--- src/rtl/branch_pkg.sv ---
// Shared types for the execute-stage branch resolver: condition codes and
// the per-instruction resolution record.
package branch_pkg;

  localparam int XLEN_DEF = 32;

  typedef enum logic [2:0] {
    BEQ  = 3'b000,
    BNE  = 3'b001,
    BLT  = 3'b100,
    BGE  = 3'b101,
    BLTU = 3'b110,
    BGEU = 3'b111
  } funct3_e;

  typedef struct packed {
    logic                taken;
    logic [XLEN_DEF-1:0] target;
    logic                mispredict;
    logic                illegal;
  } resolve_t;

endpackage

--- src/rtl/branch_resolve_unit_cond.sv ---
// Conditional-branch outcome from funct3 and the comparator flags (rs1 vs rs2).
module branch_cond
  import branch_pkg::*;
(
  input  logic [2:0] funct3,
  input  logic       eq_s,
  input  logic       blarger_s,
  input  logic       blarger_u,
  output logic       taken,
  output logic       illegal
);

  // blarger means rs2 > rs1, so "less than" is blarger and "greater or equal" its complement
  always_comb begin
    taken   = 1'b0;
    illegal = 1'b0;
    case (funct3_e'(funct3))
      BEQ:     taken = eq_s;
      BNE:     taken = ~eq_s;
      BLT:     taken = blarger_s;
      BGE:     taken = ~blarger_s;
      BLTU:    taken = blarger_u;
      BGEU:    taken = ~blarger_u;
      default: illegal = 1'b1;
    endcase
  end

endmodule

--- src/rtl/branch_resolve_unit.sv ---
// Execute-stage branch/jump resolution: compares the actual outcome with the
// fetch prediction, registers redirect/flush for one cycle and squashes wrong-path beats.
module branch_resolve_unit
  import branch_pkg::*;
#(
  parameter int XLEN        = XLEN_DEF,
  parameter int KILL_CYCLES = 1,
  parameter int CNT_W       = 16
) (
  input  logic             clk_i,
  input  logic             rst_ni,
  input  logic             stall_i,
  input  logic             valid_i,
  input  logic             is_branch_i,
  input  logic             is_jal_i,
  input  logic             is_jalr_i,
  input  logic [2:0]       funct3_i,
  input  logic [XLEN-1:0]  pc_i,
  input  logic [XLEN-1:0]  imm_i,
  input  logic [XLEN-1:0]  rs1_i,
  input  logic             eq_s_i,
  input  logic             alarger_s_i,
  input  logic             blarger_s_i,
  input  logic             eq_u_i,
  input  logic             alarger_u_i,
  input  logic             blarger_u_i,
  input  logic             pred_taken_i,
  input  logic [XLEN-1:0]  pred_pc_i,
  output logic             valid_o,
  output logic             taken_o,
  output logic [XLEN-1:0]  link_o,
  output logic             redirect_o,
  output logic [XLEN-1:0]  redirect_pc_o,
  output logic             flush_o,
  output logic             illegal_o,
  output logic [CNT_W-1:0] br_cnt_o,
  output logic [CNT_W-1:0] mis_cnt_o
);

  localparam int              SQ_W    = 2;
  localparam logic [SQ_W-1:0] KILL_LD = SQ_W'(KILL_CYCLES);

  function automatic logic [CNT_W-1:0] sat_inc(input logic [CNT_W-1:0] v);
    return (&v) ? v : v + CNT_W'(1);
  endfunction

  logic             cond_taken;
  logic             cond_illegal;
  logic             is_ctrl;
  logic             accept;
  logic [XLEN-1:0]  link;
  logic [XLEN-1:0]  jalr_sum;
  resolve_t         res;
  logic             unused_flags;

  logic             vld_p1;
  logic             taken_p1;
  logic [XLEN-1:0]  link_p1;
  logic             redir_p1;
  logic [XLEN-1:0]  rpc_p1;
  logic             ill_p1;
  logic [SQ_W-1:0]  sq_cnt_p1;
  logic [CNT_W-1:0] br_cnt_p1;
  logic [CNT_W-1:0] mis_cnt_p1;

  // Only eq_s/blarger_s/blarger_u decide the six conditions
  assign unused_flags = ^{alarger_s_i, eq_u_i, alarger_u_i};

  branch_cond u_cond (
    .funct3    (funct3_i),
    .eq_s      (eq_s_i),
    .blarger_s (blarger_s_i),
    .blarger_u (blarger_u_i),
    .taken     (cond_taken),
    .illegal   (cond_illegal)
  );

  // ---- p0: combinational resolve of the incoming beat ----
  assign is_ctrl  = is_branch_i | is_jal_i | is_jalr_i;
  assign accept   = valid_i & ~stall_i & (sq_cnt_p1 == '0);
  assign link     = pc_i + XLEN'(4);
  assign jalr_sum = rs1_i + imm_i;

  always_comb begin
    res        = '0;
    res.target = pc_i + imm_i;
    if (is_jalr_i) begin
      res.taken  = 1'b1;
      res.target = {jalr_sum[XLEN-1:1], 1'b0};
    end else if (is_jal_i) begin
      res.taken = 1'b1;
    end else if (is_branch_i) begin
      res.taken   = cond_taken;
      res.illegal = cond_illegal;
    end
    res.mispredict = (res.taken != pred_taken_i) ||
                     (res.taken && (res.target != pred_pc_i));
  end

  // ---- p1: registered decision, squash window and statistics ----
  always_ff @(posedge clk_i or negedge rst_ni) begin
    if (!rst_ni) begin
      vld_p1     <= 1'b0;
      taken_p1   <= 1'b0;
      link_p1    <= '0;
      redir_p1   <= 1'b0;
      rpc_p1     <= '0;
      ill_p1     <= 1'b0;
      sq_cnt_p1  <= '0;
      br_cnt_p1  <= '0;
      mis_cnt_p1 <= '0;
    end else if (!stall_i) begin
      vld_p1   <= accept;
      redir_p1 <= accept & res.mispredict;
      ill_p1   <= accept & res.illegal;
      if (accept) begin
        taken_p1 <= res.taken;
        link_p1  <= link;
        rpc_p1   <= res.taken ? res.target : link;
      end
      if (accept && res.mispredict) begin
        sq_cnt_p1 <= KILL_LD;
      end else if (sq_cnt_p1 != '0) begin
        sq_cnt_p1 <= sq_cnt_p1 - SQ_W'(1);
      end
      if (accept && is_ctrl) begin
        br_cnt_p1 <= sat_inc(br_cnt_p1);
        if (res.mispredict) begin
          mis_cnt_p1 <= sat_inc(mis_cnt_p1);
        end
      end
    end
  end

  assign valid_o       = vld_p1;
  assign taken_o       = taken_p1;
  assign link_o        = link_p1;
  assign redirect_o    = redir_p1;
  assign redirect_pc_o = rpc_p1;
  assign flush_o       = redir_p1;
  assign illegal_o     = ill_p1;
  assign br_cnt_o      = br_cnt_p1;
  assign mis_cnt_o     = mis_cnt_p1;

endmodule
--- config.mk ---
export PLATFORM = sky130hd
export DESIGN_NAME = branch_resolve_unit
export DESIGN_NICKNAME = d
export VERILOG_FILES = /design/src/rtl/branch_pkg.sv /design/src/rtl/branch_resolve_unit_cond.sv /design/src/rtl/branch_resolve_unit.sv
export SDC_FILE = /design/constraint.sdc
export NUM_CORES = 1
export LEC_CHECK = 0
export ABC_AREA = 1
export BUFFER_PORTS_ARGS = -buffer_cell sky130_fd_sc_hd__clkbuf_2
export CAP_MARGIN = 10
export CELL_PAD_IN_SITES_DETAIL_PLACEMENT = 0
export CELL_PAD_IN_SITES_GLOBAL_PLACEMENT = 1
export CORE_ASPECT_RATIO = 1.1
export CORE_MARGIN = 2
export CORE_UTILIZATION = 41
export DETAILED_ROUTE_END_ITERATION = 16
export PLACE_DENSITY_LB_ADDON = 0.1
export REMOVE_ABC_BUFFERS = 1
export SKIP_LAST_GASP = 1
export SLEW_MARGIN = 20
export SYNTH_ARGS = -nofsm -noshare
export SYNTH_HDL_FRONTEND = slang
export SYNTH_SLANG_ARGS = --single-unit
--- constraint.sdc ---
create_clock -name clk_i -period 5.69 [get_ports clk_i]
set_input_delay 0.8535 -clock clk_i [delete_from_list [all_inputs] [get_ports clk_i]]
set_output_delay 0.8535 -clock clk_i [all_outputs]
set_load 0.005 [all_outputs]
==> metrics.log <==
[metrics] run status: completed
[metrics] wl on met1: 17,500 um
[metrics] area share of the leading cell type in the synthesized netlist: 27.0%
[metrics] critical path fanouts, max: 16
[metrics] number of global-route vias before repair: 11,200
[metrics] YS warnings: 0
[metrics] worst setup slack for register-to-register paths: 2.50 ns
[metrics] worst path required time: 5.96 ns
[metrics] launch instance of the worst min-delay path: link_o[21]
[metrics] global placer's final weighted congestion: 0.914
[metrics] Max H-tree Level: 3
[metrics] TritonCTS clock tree: built
[metrics] final number of hold-violating endpoints: 0
[metrics] metal2 WL: 17,400 um
[metrics] fraction of layout instances using a drive strength above 1: 14.5%
[metrics] P_leak: 7.83 nW
[metrics] Critical Path AT: 4.13 ns
[metrics] worst min-delay path endpoint: link_o[21]
[metrics] Final min period: 3.86 ns
[metrics] Rel. slew slack: 45.2%
[metrics] Setup Crit Path Kind: in -> reg
[metrics] core area: 0.0261 mm^2
[metrics] Port-buffer cells: 242
[metrics] sum of met3 wire segment lengths after detailed routing: 1700 um
[metrics] number of cells upsized or downsized after cts: 0
[metrics] total of endpoints with negative setup slack in the final report: 0
[metrics] First-pass DRT Iterations: 5
[metrics] root buf cell: sky130_fd_sc_hd__clkbuf_16
[metrics] Horiz. Die Dim: 160 um
[metrics] CTS sink cnt: 102
[metrics] worst vdd rail ir drop: 0.176 mV
[metrics] Worst-path clk slew: 0.07 ns
[metrics] Power, Total: 0.00321 W
[metrics] Die Ht: 175 um
[metrics] most area-hungry cell type in the Yosys netlist: sky130_fd_sc_hd__nand2_1
[metrics] most common cell after layout, fill and taps aside: sky130_fd_sc_hd__nand2_1
[metrics] Iter 0 DRT Violations: 760
[metrics] commonest cells after routing, fill and taps aside: sky130_fd_sc_hd__nand2_1, sky130_fd_sc_hd__inv_1, sky130_fd_sc_hd__clkbuf_2
[metrics] EDFF count, synth: 0
[metrics] highest attainable clock frequency: 259 MHz
[metrics] total power per unit cell area: 251 mW/mm^2
[metrics] Vias/cell: 4.89
[metrics] DP Wirelength: 31,900 um
[metrics] maximum number of pins on one net before global-route repair: 89
[metrics] Max Used Layer: met4
[metrics] largest clock skew in the final design: 0.00628 ns
[metrics] drt drc: 0
[metrics] Netlist cell types: 42
[metrics] number of nets in the layout: 2,327
[metrics] RSZ-0062 raised after global routing: false
[metrics] Worst setup SP type: primary input
[metrics] main area contributors after synthesis: sky130_fd_sc_hd__nand2_1, sky130_fd_sc_hd__dfrtp_1, sky130_fd_sc_hd__inv_1
[metrics] antenna violations before repair: 1
[metrics] total of fill cells in the finished design: 2,909
[metrics] fraction of registers with async set/reset: 100%
[metrics] flip-flop and latch count after synthesis: 102
[metrics] flip-flop cell with the highest count after synthesis: sky130_fd_sc_hd__dfrtp_1
[metrics] fin. max-slew vios: 0
[metrics] Clock Tree Buf Depth: 2
[metrics] Initial Utilization: 41.9%
[metrics] total congestion overflow: 0
[metrics] worst path setup slack after routing: 1.83 ns
[metrics] slew at the pin with the worst max-slew slack: 0.823 ns
[metrics] proportion of synthesized chip area in sequential cells: 23.3%
[metrics] routed vias: 12,100
[metrics] start of the worst register-to-register path: sq_cnt_p1[0]
[metrics] synthesis-to-layout area growth: 17.2%
[metrics] endpoint of the most critical register-to-register path: br_cnt_o[15]
[metrics] cell depth of the worst flop-to-flop path: 15
[metrics] count of standard-cell rows: 62
[metrics] IO Count: 246
[metrics] final hold slack: 0.483 ns
[metrics] share of the core filled with cells in the final layout: 49.0%
[metrics] Post-Place Worst Slack: 1.54 ns
[metrics] instance count of the mapped netlist: 1,879
[metrics] Final Cycle Share: 67.8%
[metrics] average wire per standard cell: 15.2 um
[metrics] post-synthesis average cell area: 5.82 um^2
[metrics] overall routed net length: 37,600 um
[metrics] number of nets still failing antenna checks after routing: 0
[metrics] Crit. End Element: flop
[metrics] total global routing track utilization: 26.4%
[metrics] CTS Hold Bufs: 0
[metrics] hold path depth: 2
[metrics] reported max-cap violation count: 0
[metrics] post-CTS repair timing setup buffer count: 0
[metrics] first-pass GRT wire length: 58,300 um
[metrics] Die Area: 0.0280 mm^2
[metrics] Syn Std Cell Area: 0.0109 mm^2
[metrics] clk_lat worst skew: 0.34 ns
[metrics] Hold WC Path Type: reg -> reg
[metrics] TritonCTS buffer count: 9
[metrics] sum of negative setup slack: 0 ns
==> critical path, stage by stage <==
cell and delay [ns]:
sky130_fd_sc_hd__clkbuf_2 0.10, sky130_fd_sc_hd__ha_1 0.22, sky130_fd_sc_hd__inv_1 0.07, sky130_fd_sc_hd__fa_1 0.39, sky130_fd_sc_hd__inv_1 0.09, sky130_fd_sc_hd__nand3_1 0.08, sky130_fd_sc_hd__nand2_2 0.12, sky130_fd_sc_hd__nand2_2 0.06
sky130_fd_sc_hd__nand2_1 0.08, sky130_fd_sc_hd__nand2_1 0.10, sky130_fd_sc_hd__nand2_1 0.19, sky130_fd_sc_hd__nand2_1 0.11, sky130_fd_sc_hd__nand2_1 0.07, sky130_fd_sc_hd__nand2_1 0.05, sky130_fd_sc_hd__nand3_1 0.08, sky130_fd_sc_hd__nand2_1 0.12
sky130_fd_sc_hd__nand2_1 0.08, sky130_fd_sc_hd__nand2_1 0.07, sky130_fd_sc_hd__nor2_1 0.12, sky130_fd_sc_hd__nand2_1 0.07, sky130_fd_sc_hd__nor2_1 0.22, sky130_fd_sc_hd__nand3_2 0.19, sky130_fd_sc_hd__nand3_4 0.23, sky130_fd_sc_hd__inv_4 0.14
sky130_fd_sc_hd__nand2_1 0.08, sky130_fd_sc_hd__nand2_1 0.06, sky130_fd_sc_hd__nand2_1 0.06
==> worst max path at each step <==
| stage | slack, ns | startpoint | end | depth (start not counted) |
|---|---|---|---|---|
| CTS | 1.89 | pc_i[0] | mis_cnt_o[12] | 26 |
| detailed placement | 1.54 | pc_i[0] | mis_cnt_o[12] | 26 |
| floorplan | 2.06 | stall_i | br_cnt_o[15] | 13 |
| finish | 1.83 | pc_i[0] | mis_cnt_o[6] | 27 |
| global route | 1.59 | pc_i[0] | mis_cnt_o[6] | 27 |
| global placement | 1.57 | pc_i[0] | mis_cnt_o[12] | 26 |
==> synthesized netlist by cell type (3+ instances only) <==
| master | n |
|---|---|
| sky130_fd_sc_hd__nor3_1 | 14 |
| sky130_fd_sc_hd__o21bai_1 | 3 |
| sky130_fd_sc_hd__nand3_2 | 8 |
| sky130_fd_sc_hd__or2_2 | 6 |
| sky130_fd_sc_hd__nor3_2 | 4 |
| sky130_fd_sc_hd__nand4_1 | 24 |
| sky130_fd_sc_hd__nand2_1 | 786 |
| sky130_fd_sc_hd__ha_1 | 65 |
| sky130_fd_sc_hd__inv_2 | 4 |
| sky130_fd_sc_hd__o221ai_1 | 13 |
| sky130_fd_sc_hd__buf_4 | 3 |
| sky130_fd_sc_hd__nand2_2 | 9 |
| sky130_fd_sc_hd__and2_1 | 4 |
| sky130_fd_sc_hd__o21ai_0 | 32 |
| sky130_fd_sc_hd__o211ai_1 | 16 |
| sky130_fd_sc_hd__o21ai_1 | 6 |
| sky130_fd_sc_hd__xnor2_1 | 26 |
| sky130_fd_sc_hd__nor2_2 | 7 |
| sky130_fd_sc_hd__nor2_1 | 125 |
| sky130_fd_sc_hd__nor4_1 | 5 |
| sky130_fd_sc_hd__clkbuf_1 | 13 |
| sky130_fd_sc_hd__nand3b_1 | 26 |
| sky130_fd_sc_hd__dfrtp_1 | 102 |
| sky130_fd_sc_hd__xor2_1 | 32 |
| sky130_fd_sc_hd__inv_1 | 333 |
| sky130_fd_sc_hd__nand3_1 | 155 |
| sky130_fd_sc_hd__buf_2 | 5 |
| sky130_fd_sc_hd__a21oi_1 | 35 |
==> metrics by stage <==
stage,std cells,area [um^2]
after global routing,2473,12800
after floorplan,1855,10800
final,2473,12800
after global placement,2456,12500
after CTS,2472,12800
after detailed placement,2456,12500
==> flip-flops by register name, summed over array words and instances, names as in the netlist <==
signal / cells
link_o: 32
redirect_pc_o: 32
br_cnt_o: 16
mis_cnt_o: 16
sq_cnt_p1: 2
flush_o: 1
illegal_o: 1
taken_o: 1
valid_o: 1
==> cell type report <==
class | instances | area [um^2] | area share (%)
Clock buffer | 9 | 225 | 1.76
Inverter | 339 | 1270 | 9.95
Clock inverter | 7 | 57.6 | 0.449
Timing Repair Buffer | 249 | 1270 | 9.88
Sequential cell | 102 | 2550 | 19.9
Tap cell | 352 | 440 | 3.44
Antenna cell | 1 | 2.50 | 0.0195
Multi-Input combinational cell | 1414 | 7000 | 54.6
==> power breakdown <==
part           internal (W)  switching [W]
Clock              0.000302       0.000281
Combinational      0.000587       0.000894
Sequential         0.000980       0.000169
Total               0.00187        0.00134
==> kinds of logic after synthesis <==
group | share of synthesized area [%]
AOI/OAI and AO/OA | 6.11
xor gates and xnor gates | 4.64
adders and majority gates | 7.80
buffers and inverters | 12.7
DFF | 23.3
and+or+nand+nor | 45.4
==> per-layer routing <==
layer,vias to the layer above,track usage (%)
li1,6299,-
met1,5442,36.1
met2,302,44.9
met3,48,1.89
met4,0,7.92
met5,-,0
No activity file was read; power rests on OpenSTA's default activity.
